<file path="src/rtl/exc_ctrl_if.sv">
// Bus between the pipeline/CP0 side (master) and the exception sequencer (slave).
// It carries commit flags, interrupt lines, CP0 state and the sequencer's outputs.
interface exc_ctrl_if;
  logic        commit_valid;
  logic [7:0]  commit_exc;
  logic [31:0] commit_pc;
  logic        commit_ds;
  logic [31:0] commit_badaddr;
  logic [5:0]  int_i;
  logic [31:0] status_i;
  logic [31:0] cause_i;
  logic [31:0] epc_i;
  logic [31:0] count_i;
  logic [31:0] compare_i;
  logic        compare_wr;
  logic [3:0]  exc_type_o;
  logic [31:0] exc_pc_o;
  logic        exc_ds_o;
  logic [31:0] badvaddr_o;
  logic [5:0]  hwi_o;
  logic        flush_o;
  logic        redirect_valid;
  logic [31:0] redirect_pc;
  logic        busy_o;

  modport master (
    output commit_valid, commit_exc, commit_pc, commit_ds, commit_badaddr, int_i,
           status_i, cause_i, epc_i, count_i, compare_i, compare_wr,
    input  exc_type_o, exc_pc_o, exc_ds_o, badvaddr_o, hwi_o, flush_o,
           redirect_valid, redirect_pc, busy_o
  );

  modport slave (
    input  commit_valid, commit_exc, commit_pc, commit_ds, commit_badaddr, int_i,
           status_i, cause_i, epc_i, count_i, compare_i, compare_wr,
    output exc_type_o, exc_pc_o, exc_ds_o, badvaddr_o, hwi_o, flush_o,
           redirect_valid, redirect_pc, busy_o
  );
endinterface

</file>
<file path="src/rtl/exc_ctrl.sv">
// Exception/interrupt sequencer: picks one event at commit, pulses its type to CP0,
// flushes the pipeline, then redirects fetch to the handler vector or to EPC.
module exc_ctrl #(
  parameter logic [31:0] EXC_VECTOR   = 32'hBFC00380,
  parameter int          FLUSH_CYCLES = 2,
  parameter int          SYNC_STAGES  = 2
) (
  input logic       clk,
  input logic       rst,
  exc_ctrl_if.slave bus
);
  localparam int CW = (FLUSH_CYCLES > 1) ? $clog2(FLUSH_CYCLES) : 1;

  typedef enum logic [1:0] {IDLE, COMMIT, FLUSH, REDIR} state_t;

  state_t      state_reg, state_next;
  logic [CW-1:0] cnt_reg, cnt_next;
  logic [5:0]  sync_reg [SYNC_STAGES];
  logic        timer_int_reg;
  logic [5:0]  hwi_reg;
  logic [3:0]  type_reg;
  logic [31:0] pc_reg, badv_reg, redirect_pc_reg, redirect_pc_next;
  logic        ds_reg;
  logic        int_pend, take, latch_load;
  logic [3:0]  type_sel;
  logic [31:0] badv_sel;
  logic [3:0]  exc_type;
  logic [31:0] exc_pc, badvaddr;
  logic        exc_ds, flush, redirect_valid;
  logic        unused_bits;

  assign unused_bits = ^{bus.status_i[31:16], bus.status_i[7:2],
                         bus.cause_i[31:10], bus.cause_i[7:0]};

  always_ff @(posedge clk or negedge rst) begin
    if (!rst) begin
      for (int i = 0; i < SYNC_STAGES; i++) sync_reg[i] <= '0;
      timer_int_reg <= 1'b0;
      hwi_reg       <= '0;
    end else begin
      sync_reg[0] <= bus.int_i;
      for (int i = 1; i < SYNC_STAGES; i++) sync_reg[i] <= sync_reg[i-1];
      // A Compare write acknowledges the timer and takes precedence over a new match.
      if (bus.compare_wr)
        timer_int_reg <= 1'b0;
      else if (bus.compare_i != 32'd0 && bus.count_i == bus.compare_i)
        timer_int_reg <= 1'b1;
      hwi_reg <= {timer_int_reg | sync_reg[SYNC_STAGES-1][5], sync_reg[SYNC_STAGES-1][4:0]};
    end
  end

  assign int_pend = bus.status_i[0] & ~bus.status_i[1] &
                    (|({hwi_reg, bus.cause_i[9:8]} & bus.status_i[15:8]));
  assign take     = bus.commit_valid && (int_pend || (|bus.commit_exc));

  // Flag order is {ades,adel,sys,bp,ov,ri,if_adel,eret}.
  always_comb begin
    type_sel = 4'd0;
    badv_sel = 32'd0;
    if (int_pend)                type_sel = 4'd1;
    else if (bus.commit_exc[1])  type_sel = 4'd2;
    else if (bus.commit_exc[2])  type_sel = 4'd4;
    else if (bus.commit_exc[3])  type_sel = 4'd5;
    else if (bus.commit_exc[4])  type_sel = 4'd6;
    else if (bus.commit_exc[5])  type_sel = 4'd7;
    else if (bus.commit_exc[6])  type_sel = 4'd3;
    else if (bus.commit_exc[7])  type_sel = 4'd8;
    else if (bus.commit_exc[0])  type_sel = 4'd9;
    if (type_sel == 4'd2)
      badv_sel = bus.commit_pc;
    else if (type_sel == 4'd3 || type_sel == 4'd8)
      badv_sel = bus.commit_badaddr;
  end

  always_ff @(posedge clk or negedge rst) begin
    if (!rst) begin
      state_reg       <= IDLE;
      cnt_reg         <= '0;
      type_reg        <= '0;
      pc_reg          <= '0;
      ds_reg          <= 1'b0;
      badv_reg        <= '0;
      redirect_pc_reg <= '0;
    end else begin
      state_reg       <= state_next;
      cnt_reg         <= cnt_next;
      redirect_pc_reg <= redirect_pc_next;
      if (latch_load) begin
        type_reg <= type_sel;
        pc_reg   <= bus.commit_pc;
        ds_reg   <= bus.commit_ds;
        badv_reg <= badv_sel;
      end
    end
  end

  always_comb begin
    state_next       = state_reg;
    cnt_next         = cnt_reg;
    redirect_pc_next = redirect_pc_reg;
    latch_load       = 1'b0;
    exc_type         = 4'd0;
    exc_pc           = 32'd0;
    exc_ds           = 1'b0;
    badvaddr         = 32'd0;
    flush            = 1'b0;
    redirect_valid   = 1'b0;
    case (state_reg)
      IDLE: begin
        if (take) begin
          latch_load = 1'b1;
          state_next = COMMIT;
        end
      end
      COMMIT: begin
        exc_type         = type_reg;
        exc_pc           = pc_reg;
        exc_ds           = ds_reg;
        badvaddr         = badv_reg;
        flush            = 1'b1;
        redirect_pc_next = (type_reg == 4'd9) ? bus.epc_i : EXC_VECTOR;
        if (FLUSH_CYCLES > 1) begin
          cnt_next   = CW'(FLUSH_CYCLES - 1);
          state_next = FLUSH;
        end else begin
          state_next = REDIR;
        end
      end
      FLUSH: begin
        flush = 1'b1;
        if (cnt_reg <= CW'(1)) state_next = REDIR;
        else                   cnt_next   = cnt_reg - CW'(1);
      end
      REDIR: begin
        redirect_valid = 1'b1;
        state_next     = IDLE;
      end
      default: state_next = IDLE;
    endcase
  end

  assign bus.exc_type_o     = exc_type;
  assign bus.exc_pc_o       = exc_pc;
  assign bus.exc_ds_o       = exc_ds;
  assign bus.badvaddr_o     = badvaddr;
  assign bus.hwi_o          = hwi_reg;
  assign bus.flush_o        = flush;
  assign bus.redirect_valid = redirect_valid;
  assign bus.redirect_pc    = redirect_pc_reg;
  assign bus.busy_o         = (state_reg != IDLE);
endmodule
</file>
<file path="src/flat_wrapper.sv">
// flat-port wrapper written by rule: the top's interface ports become plain ports
module exc_ctrl_flat 
#(
  parameter logic [31:0] EXC_VECTOR   = 32'hBFC00380,
  parameter int          FLUSH_CYCLES = 2,
  parameter int          SYNC_STAGES  = 2
)
  (clk, rst, bus_commit_valid, bus_commit_exc, bus_commit_pc, bus_commit_ds, bus_commit_badaddr, bus_int_i, bus_status_i, bus_cause_i, bus_epc_i, bus_count_i, bus_compare_i, bus_compare_wr, bus_exc_type_o, bus_exc_pc_o, bus_exc_ds_o, bus_badvaddr_o, bus_hwi_o, bus_flush_o, bus_redirect_valid, bus_redirect_pc, bus_busy_o);
  exc_ctrl_if bus_i ();
  input logic clk;
  input logic rst;
  input wire logic [$bits(bus_i.commit_valid)-1:0] bus_commit_valid;
  input wire logic [$bits(bus_i.commit_exc)-1:0] bus_commit_exc;
  input wire logic [$bits(bus_i.commit_pc)-1:0] bus_commit_pc;
  input wire logic [$bits(bus_i.commit_ds)-1:0] bus_commit_ds;
  input wire logic [$bits(bus_i.commit_badaddr)-1:0] bus_commit_badaddr;
  input wire logic [$bits(bus_i.int_i)-1:0] bus_int_i;
  input wire logic [$bits(bus_i.status_i)-1:0] bus_status_i;
  input wire logic [$bits(bus_i.cause_i)-1:0] bus_cause_i;
  input wire logic [$bits(bus_i.epc_i)-1:0] bus_epc_i;
  input wire logic [$bits(bus_i.count_i)-1:0] bus_count_i;
  input wire logic [$bits(bus_i.compare_i)-1:0] bus_compare_i;
  input wire logic [$bits(bus_i.compare_wr)-1:0] bus_compare_wr;
  output wire logic [$bits(bus_i.exc_type_o)-1:0] bus_exc_type_o;
  output wire logic [$bits(bus_i.exc_pc_o)-1:0] bus_exc_pc_o;
  output wire logic [$bits(bus_i.exc_ds_o)-1:0] bus_exc_ds_o;
  output wire logic [$bits(bus_i.badvaddr_o)-1:0] bus_badvaddr_o;
  output wire logic [$bits(bus_i.hwi_o)-1:0] bus_hwi_o;
  output wire logic [$bits(bus_i.flush_o)-1:0] bus_flush_o;
  output wire logic [$bits(bus_i.redirect_valid)-1:0] bus_redirect_valid;
  output wire logic [$bits(bus_i.redirect_pc)-1:0] bus_redirect_pc;
  output wire logic [$bits(bus_i.busy_o)-1:0] bus_busy_o;
  assign bus_i.commit_valid = bus_commit_valid;
  assign bus_i.commit_exc = bus_commit_exc;
  assign bus_i.commit_pc = bus_commit_pc;
  assign bus_i.commit_ds = bus_commit_ds;
  assign bus_i.commit_badaddr = bus_commit_badaddr;
  assign bus_i.int_i = bus_int_i;
  assign bus_i.status_i = bus_status_i;
  assign bus_i.cause_i = bus_cause_i;
  assign bus_i.epc_i = bus_epc_i;
  assign bus_i.count_i = bus_count_i;
  assign bus_i.compare_i = bus_compare_i;
  assign bus_i.compare_wr = bus_compare_wr;
  assign bus_exc_type_o = bus_i.exc_type_o;
  assign bus_exc_pc_o = bus_i.exc_pc_o;
  assign bus_exc_ds_o = bus_i.exc_ds_o;
  assign bus_badvaddr_o = bus_i.badvaddr_o;
  assign bus_hwi_o = bus_i.hwi_o;
  assign bus_flush_o = bus_i.flush_o;
  assign bus_redirect_valid = bus_i.redirect_valid;
  assign bus_redirect_pc = bus_i.redirect_pc;
  assign bus_busy_o = bus_i.busy_o;
  exc_ctrl #(.EXC_VECTOR(EXC_VECTOR), .FLUSH_CYCLES(FLUSH_CYCLES), .SYNC_STAGES(SYNC_STAGES)) u_core (.clk(clk), .rst(rst), .bus(bus_i));
endmodule
</file>
<file path="config.mk">
export PLATFORM = sky130hd
export DESIGN_NAME = exc_ctrl_flat
export DESIGN_NICKNAME = d
export VERILOG_FILES = /design/src/rtl/exc_ctrl_if.sv /design/src/rtl/exc_ctrl.sv /design/src/flat_wrapper.sv
export SDC_FILE = /design/constraint.sdc
export NUM_CORES = 1
export LEC_CHECK = 0
export BUFFER_PORTS_ARGS = -buffer_cell sky130_fd_sc_hd__buf_2
export CORE_AREA = 2 2 137 139
export DETAILED_ROUTE_END_ITERATION = 12
export DIE_AREA = 0 0 139 141
export PLACE_DENSITY = 0.65
export SYNTH_ARGS = -nofsm -noshare
export SYNTH_HDL_FRONTEND = slang
export SYNTH_SLANG_ARGS = --single-unit
</file>
<file path="constraint.sdc">
create_clock -name clk -period 2.5 [get_ports clk]
set_clock_uncertainty 0.15 [all_clocks]
set_input_delay 0.5 -clock clk [delete_from_list [all_inputs] [get_ports clk]]
set_output_delay 0.5 -clock clk [all_outputs]
set_load 0.03 [all_outputs]
</file>
==> reports/qor.txt, run 1 <==
===============================================================================================
Worst reg2reg path startpoint .................................................... u_core.bus.hwi_o[5]$_DFF_PN0_
Maximum buffer depth of the clock tree ...........................................            2
Clock latency on the worst-skew pair .............................................      0.41 ns
Period utilisation layout ........................................................        0.956
Startpoint kind of the worst setup timing path ...................................         flop
Data arrival time of the worst path ..............................................      1.74 ns
Worst slack on hold paths ........................................................    0.0425 ns
Setup TNS Final ..................................................................         0 ns
Leading register cell type out of synthesis ......................................      dfrtp_1
Classification of the worst-slack hold path ...................................... input port to flop
Number of endpoints failing setup at the final stage .............................            0
Peak-usage layer in the global routing report ....................................         met2
Post-layout utilization of the core ..............................................        0.458
Proportion of synthesized chip area in sequential cells ..........................        0.532
Hold worst-path end .............................................................. u_core.sync_reg[10]$_DFF_PN0_
Final non-filler cell area .......................................................     8370 µm²
Worst EP required ................................................................      1.85 ns
Outcome .......................................................................... finished, final reports clean
Critical path type ............................................................... flop to primary output
Pin count of the biggest net entering global routing .............................           51
Most common library cell in the layout ignoring fill and taps ....................        buf_2
Worst Reg2Reg Path Length in Cells ...............................................            8
Router iterations before antenna repair ..........................................            5
Number of slew-limit violations in the final report ..............................            0
Instance area after placement ....................................................     7680 µm²
Height of the chip ...............................................................       141 µm
TritonCTS clock tree .............................................................         done
Layout Cells excl Fill ...........................................................         1134
Remaining Overflow, GRT ..........................................................            0
Commonest cells after routing, fill and taps aside ............................... buf_2 (298), nand2_1 (122), dfrtp_1 (122)
Post-synth cell types ............................................................           43
Number of enable-type register cells in the synthesized netlist ..................            0
Initial cell density of the core .................................................        0.314
Std cell rows ....................................................................           50
Final RePlAce weighted congestion ................................................        0.795
Met3 track demand over resource ..................................................       0.0476
Min-Delay Startpoint ............................................................. bus_int_i[4]
Area growth, synth to finish .....................................................        46.0%
Number of input and output port buffers inserted .................................          300
Fin crit period ..................................................................      2.39 ns
Wire length of the first global-routing pass .....................................     27100 µm
Power per cell area ..............................................................   976 nW/µm²
Number of DRC markers in iteration 0 .............................................          226
Peak VDD IR ......................................................................     0.425 mV
Core region area .................................................................    18300 µm²
Number of synthesis warnings .....................................................            0
Clock input transition at the sequential cells of the worst setup and hold paths .      0.06 ns
Hold path depth ..................................................................            1
Transition at the pin with the smallest max-transition slack .....................     0.702 ns
Reported leakage power ...........................................................      4.39 nW
Number of global-route vias before repair ........................................         5345
Number of sinks driven by the clock tree .........................................          122
Cell type with the largest total area after synthesis ............................      dfrtp_1
Netlist area before placement ....................................................     5740 µm²
Avg Vias per Cell ................................................................         4.69
Inst Count DP ....................................................................         1099
Synthesized area divided by synthesized cell count ...............................     10.1 µm²
Worst reg2reg setup slack ........................................................      0.14 ns
FFs w/ async S/R, synth ..........................................................         1.00
Top-area cell type share of the netlist area .....................................        0.532
Kind of capture point of the worst setup path .................................... primary output
Met2 layer usage reported by global route ........................................        0.283
Post-detailed-routing wire length ................................................     17000 µm
Number of top-level pins .........................................................          353
Total via count in the routed design .............................................         5318
Clock root buffer master .........................................................    clkbuf_16
Fill cell total of the finished layout ...........................................         1791
Die Area .........................................................................    19600 µm²
Remaining max-slew budget at the tightest pin ....................................        0.531
Number of hold violations in the final report ....................................            0
Highest attainable clock frequency ...............................................    0.418 GHz
Max-cap violations ...............................................................            0
Die boundary width ...............................................................       139 µm
Number of standard cells after synthesis .........................................          570
RR Endpoint ...................................................................... u_core.badv_reg[14]$_DFFE_PN0P_
Placed wire-length estimate ......................................................     12400 µm
Unrepaired setup endpoints after global routing ..................................           no
Maximum fanout along the worst path ..............................................            5
WL per Instance ..................................................................      15.0 µm
Post-synthesis register bit count ................................................          122
Cell types with the largest area share after synthesis ........................... dfrtp_1 (53%), nand2_1 (8.0%), and2_1 (7.5%)
Fraction of final layout cells with drive strength greater than 1 ................        0.447
Detailed-route DRC error count ...................................................            0
Synthesized Nets .................................................................          818
Antenna-violating nets left ......................................................            0
GRT Resource Usage Total .........................................................        0.173
TritonCTS buffer count ...........................................................           17
H-tree depth reported by CTS .....................................................            4
Antenna violations before repair .................................................            1
Number of nets in the layout .....................................................         1135
Met1 GRT Util ....................................................................        0.216
===============================================================================================
## where the power goes
group | switching, mW | internal (mW) | leakage, nW | total, mW
Clock | 0.893 | 1.64 | 0.287 | 2.53
Sequential | 0.267 | 2.48 | 1.51 | 2.75
Combinational | 1.76 | 1.13 | 2.60 | 2.89
## worst max path at each step
stage / start / to / slack, ns / depth (start not counted)
5_1_grt: u_core.state_reg[1]$_DFFE_PN0P_ / bus_exc_type_o[0] / 0.005 / 5
6_report: u_core.state_reg[1]$_DFFE_PN0P_ / bus_exc_type_o[0] / 0.11 / 5
2_1_floorplan: bus_commit_exc[3] / u_core.badv_reg[14]$_DFFE_PN0P_ / 0.10 / 6
4_1_cts: u_core.state_reg[1]$_DFFE_PN0P_ / bus_badvaddr_o[0] / 0.02 / 5
3_5_place_dp: bus_cause_i[8] / u_core.badv_reg[16]$_DFFE_PN0P_ / -0.30 / 7
3_3_place_gp: bus_cause_i[9] / u_core.badv_reg[30]$_DFFE_PN0P_ / -0.34 / 7
## layer usage
layer	vias to the layer above	part of all wire
met1	2503	0.42
met4	0	0.020
met3	25	0.065
met2	196	0.49
li1	2594	-
met5	-	0
## through the flow
stage	total power [mW]	setup WS (ns)
after floorplan	4.54	0.102
after global placement	5.54	-0.336
after detailed placement	5.59	-0.298
after CTS	8.19	0.0172
after global routing	8.66	0.00532
final	8.17	0.110
## kinds of logic (layout without fill, tap and decap cells)
kind of cell             Yosys count  in the layout  share of synthesized area
AO/OA/AOI/OAI                     83             83                      0.127
XOR/XNOR                          32             32                     0.0489
adder cells (fa/ha/maj)            5              5                     0.0109
buffers and inverters             60            389                     0.0434
flip-flops                       122            122                      0.532
multiplexers                       2              2                    0.00371
other                              0              1                          0
AND/OR/NAND/NOR                  266            266                      0.233
## worst max-delay path, cell delays in order (launching register included)
cell and delay, ns:
dfrtp_1 0.41, inv_1 0.15, ha_4 0.24, buf_4 0.17, and2_1 0.17, clkbuf_4 0.20
## cells in the mapped netlist (2+ instances only)
cell and n:
nor3_1 3, buf_6 3, nand3_1 3, xnor2_1 20
dfrtp_1 122, o21ai_0 21, nor4_1 11, a221o_2 29
o41ai_1 2, xor2_1 12, a22oi_1 4, nand2_1 122
and3_1 33, buf_1 3, nor2_1 10, o22a_1 12
nand4_1 8, a221o_1 3, clkbuf_1 27, and2_1 69
inv_1 26, a21oi_1 2, ha_1 5
## cell type report
type | instances | area [µm²] | share of cell area
repair buffers | 332 | 1850 | 0.221
flip-flops and latches | 122 | 3050 | 0.365
diodes | 1 | 2.50 | 0.000299
multi-input cells | 388 | 2470 | 0.294
clock buffers | 21 | 470 | 0.0562
clock inverters | 10 | 143 | 0.0170
well taps | 234 | 293 | 0.0350
inverters | 26 | 97.6 | 0.0117
## repair_timing
item | 4_1_cts | 5_1_grt
endpoints found under the setup margin | 97 | 66
endpoints found under the hold margin | 22 | 0
hold buffers | 1 | 0
buffers inserted | 0 | 1
gates cloned | 0 | 1
gates resized for setup | 3 | 4
Power figures use the tool's default switching activity.
==> run 2, diff against run 1 <==
--- a/config.mk
+++ b/config.mk
@@ -5,11 +5,13 @@
 export SDC_FILE = /design/constraint.sdc
 export NUM_CORES = 1
 export LEC_CHECK = 0
+export ABC_AREA = 1
 export BUFFER_PORTS_ARGS = -buffer_cell sky130_fd_sc_hd__buf_2
-export CORE_AREA = 2 2 137 139
+export CORE_ASPECT_RATIO = 0.5
+export CORE_UTILIZATION = 45
 export DETAILED_ROUTE_END_ITERATION = 12
-export DIE_AREA = 0 0 139 141
-export PLACE_DENSITY = 0.65
+export HOLD_SLACK_MARGIN = 0.03
+export PLACE_DENSITY = 0.84
 export SYNTH_ARGS = -nofsm -noshare
 export SYNTH_HDL_FRONTEND = slang
 export SYNTH_SLANG_ARGS = --single-unit
==> run 2 against run 1 <==
Net effect:
- sequential power increased by 3%
- wire length grew 7.8%
- cell count rose by 22%
- sequential cell count unchanged
- combinational power is 18% higher
- register-to-register slack improved by 0.31 ns
- synthesized area grew 13%
==> reports/qor.txt, run 2 <==
===============================================================================================
Post-layout utilization of the core ..............................................        0.640   +0.182
Top-area cell type share of the netlist area .....................................        0.472   -0.0602
Area occupied by multi-input gates ...............................................     2540 µm²   +2.9%
Number of hold violations in the final report ....................................            0   unchanged
Area growth, synth to finish .....................................................        36.4%
Total via count in the routed design .............................................         6507   +22%
Number of nets in the layout .....................................................         1425   +26%
Final setup margin ...............................................................     0.126 ns   +0.0161 ns
Detailed-route DRC error count ...................................................            0   unchanged
Number of synthesis warnings .....................................................            0   unchanged
Number of standard cells after synthesis .........................................          879   +54%
Number of sinks driven by the clock tree .........................................          122   unchanged
Initial cell density of the core .................................................        0.469   +0.156
Height of the chip ...............................................................      86.8 µm   -38%
Fraction of final layout cells with drive strength greater than 1 ................        0.313   -0.135
Critical path type ............................................................... flop to primary output
Design Power .....................................................................      8.67 mW   +6.1%
Clock latency on the worst-skew pair .............................................      0.40 ns   about the same
Number of endpoints failing setup at the final stage .............................            0   unchanged
Peak-usage layer in the global routing report ....................................         met2
Post-synth cell types ............................................................           31   -28%
Router iterations before antenna repair ..........................................            7   +2
Commonest cells after routing, fill and taps aside ............................... buf_2 (299), nand2_1 (278), inv_1 (174)
Leading register cell type out of synthesis ......................................      dfrtp_1
Reported leakage power ...........................................................      5.36 nW   +22%
Outcome .......................................................................... finished, final reports clean
Maximum buffer depth of the clock tree ...........................................            2   unchanged
Worst Reg2Reg Path Length in Cells ...............................................            8   unchanged
Top cells by instance count after synthesis ...................................... nand2_1 (278), inv_1 (174), dfrtp_1 (122)
Die Area .........................................................................    14900 µm²   -24%
Number of global-route vias before repair ........................................         6189   +16%
Placement-stage worst setup slack ................................................     0.336 ns   +0.634 ns
Met2 layer usage reported by global route ........................................        0.459   +0.175
Layout Cells excl Fill ...........................................................         1385   +22%
Startpoint of the worst setup timing path ........................................ u_core.state_reg[1]$_DFFE_PN0P_
Clock root buffer master .........................................................    clkbuf_16
TritonCTS buffer count ...........................................................           17   unchanged
Dominant cell type by count on the critical path .................................        inv_1
Netlist area before placement ....................................................     6470 µm²   +13%
Power per cell area ..............................................................   983 nW/µm²   +0.71%
WL per Instance ..................................................................      13.2 µm   -12%
Number of DRC markers in iteration 0 .............................................          350   +55%
Antenna-violating nets left ......................................................            0   unchanged
Worst EP required ................................................................      1.85 ns   about the same
Die boundary width ...............................................................       172 µm   +23%
Met3 track demand over resource ..................................................       0.0502   +0.00267
Placed wire-length estimate ......................................................     14200 µm   +14%
Biggest cell delay along the critical path .......................................      0.40 ns   about the same
Period utilisation layout ........................................................        0.950   -0.00643
Final non-filler cell area .......................................................     8820 µm²   +5.3%
Hold path depth ..................................................................            1   unchanged
Highest attainable clock frequency ...............................................    0.421 GHz   +0.68%
H-tree depth reported by CTS .....................................................            4   unchanged
Std cell rows ....................................................................           30   -40%
Storage element area .............................................................     3050 µm²   unchanged
Remaining max-slew budget at the tightest pin ....................................        0.691   +0.160
Cell types with the largest area share after synthesis ........................... dfrtp_1 (47%), nand2_1 (16%), inv_1 (10%)
Startpoint kind of the worst setup timing path ...................................         flop
Worst slack on hold paths ........................................................    0.0513 ns   +0.00887 ns
Final RePlAce weighted congestion ................................................        0.850   +6.9%
Most common library cell in the layout ignoring fill and taps ....................        buf_2
Number of top-level pins .........................................................          353   unchanged
Maximum fanout along the worst path ..............................................           37   +32
Kind of capture point of the worst setup path .................................... primary output
Remaining Overflow, GRT ..........................................................            0   unchanged
Fill cell total of the finished layout ...........................................         1219   -32%
TritonCTS clock tree .............................................................         done
Min-Delay Startpoint ............................................................. bus_int_i[2]
Post-detailed-routing wire length ................................................     18300 µm   +7.8%
Unrepaired setup endpoints after global routing ..................................           no
Proportion of synthesized chip area in sequential cells ..........................        0.472   -0.0602
CP max-delay cell ................................................................      dfrtp_1
Leading cell type by number of instances after synthesis .........................      nand2_1
Classification of the worst-slack hold path ...................................... input port to flop
Peak VDD IR ......................................................................     0.661 mV   +56%
Wire length of the first global-routing pass .....................................     28700 µm   +5.7%
Worst reg2reg path startpoint .................................................... u_core.state_reg[1]$_DFFE_PN0P_
Met1 GRT Util ....................................................................        0.280   +0.0637
Instance area after placement ....................................................     8180 µm²   +6.6%
FFs w/ async S/R, synth ..........................................................         1.00   unchanged
Max-cap violations ...............................................................            0   unchanged
Core region area .................................................................    13800 µm²   -25%
Cell breakdown of the critical path .............................................. inv_1, ha_4, buf_12, nand2_1, inv_1, buf_2
Cell type with the largest total area after synthesis ............................      dfrtp_1
Synthesized Nets .................................................................         1127   +38%
Data arrival time of the worst path ..............................................      1.72 ns   -0.02 ns
GRT Resource Usage Total .........................................................        0.250   +0.0773
Synthesized area divided by synthesized cell count ...............................     7.36 µm²   -27%
Clock input transition at the sequential cells of the worst setup and hold paths .      0.06 ns   about the same
Antenna violations before repair .................................................            3   +2
Number of enable-type register cells in the synthesized netlist ..................            0   unchanged
Avg Vias per Cell ................................................................         4.70   +0.18%
Transition at the pin with the smallest max-transition slack .....................     0.462 ns   -0.239 ns
Inst Count DP ....................................................................         1346   +22%
Fin crit period ..................................................................      2.37 ns   -0.0161 ns
Number of input and output port buffers inserted .................................          300   unchanged
Pin count of the biggest net entering global routing .............................           64   +25%
Number of slew-limit violations in the final report ..............................            0   unchanged
Setup TNS Final ..................................................................         0 ns   unchanged
Post-synthesis register bit count ................................................          122   unchanged
===============================================================================================
==> run 2: cell count changes in the layout (fill, tap and decap cells not counted), sizes merged, moves of 20 or more <==
cell   previous run  this run
nand3             3        53
o21ai            21        41
a21oi             2        39
a221o            32         0
inv              26       179
nand2           122       280
nor2             10        60
and2             70         0
and3             33         0
==> run 2: repair_timing <==
item                                    in CTS  in global routing
hold buffers                                 1                  1
endpoints found under the setup margin      21                  0
setup buffers                                2                  0
endpoints found under the hold margin       31                  1
resized for setup                            0                  0
==> run 2: logic make-up after synthesis <==
family,after synthesis,synth area share
flip-flops,122,0.472
adder cells (fa/ha/maj),5,0.00967
AND/OR/NAND/NOR,432,0.285
XOR/XNOR,22,0.0298
AO/OA/AOI/OAI,81,0.0644
buffers and inverters,217,0.139
==> run 2: path summary, 6_finish.rpt <==
| check | endpoint | slack, ns |
|---|---|---|
| worst max-delay path | bus_badvaddr_o[11] | 0.13 |
| worst min-delay path | u_core.sync_reg[8]$_DFF_PN0_ | 0.05 |
| worst max register to register | u_core.badv_reg[0]$_DFFE_PN0P_ | 0.45 |
| worst min register to register | u_core.bus.hwi_o[1]$_DFF_PN0_ | 0.20 |
| max in group asynchronous | u_core.badv_reg[4]$_DFFE_PN0P_ | 1.14 |
| min in group asynchronous | u_core.bus.redirect_pc[12]$_DFFE_PN0N_ | 0.44 |
==> run 2: final cells by class <==
class | count | share of cell area
clock inverter | 15 | 0.0190
tap | 192 | 0.0272
antenna | 3 | 0.000851
multi-input combinational | 540 | 0.288
sequential | 122 | 0.346
timing repair buffer | 321 | 0.196
clock buffer | 17 | 0.0482
inverter | 175 | 0.0745
==> run 2: worst max-delay path, delay by kind of cell, from the launching register on <==
family	cells	cell delay, ns
adder cells (fa/ha/maj)	1	0.21
AND/OR/NAND/NOR	1	0.07
buffers and inverters	4	0.63
flip-flops	1	0.40
==> run 2: metal layers <==
layer / wire length (µm) / part of all wire / vias up
li1: - / - / 3235
met1: 7300 / 0.40 / 2982
met2: 9520 / 0.52 / 245
met3: 995 / 0.054 / 45
met4: 520 / 0.028 / 0
met5: 0 / 0 / -
==> run 2: report_power, final <==
part	switching, mW	total (mW)	internal [mW]
Combinational	2.32	3.42	1.10
Clock	0.931	2.42	1.49
Sequential	0.301	2.83	2.53
Total	3.55	8.67	5.11
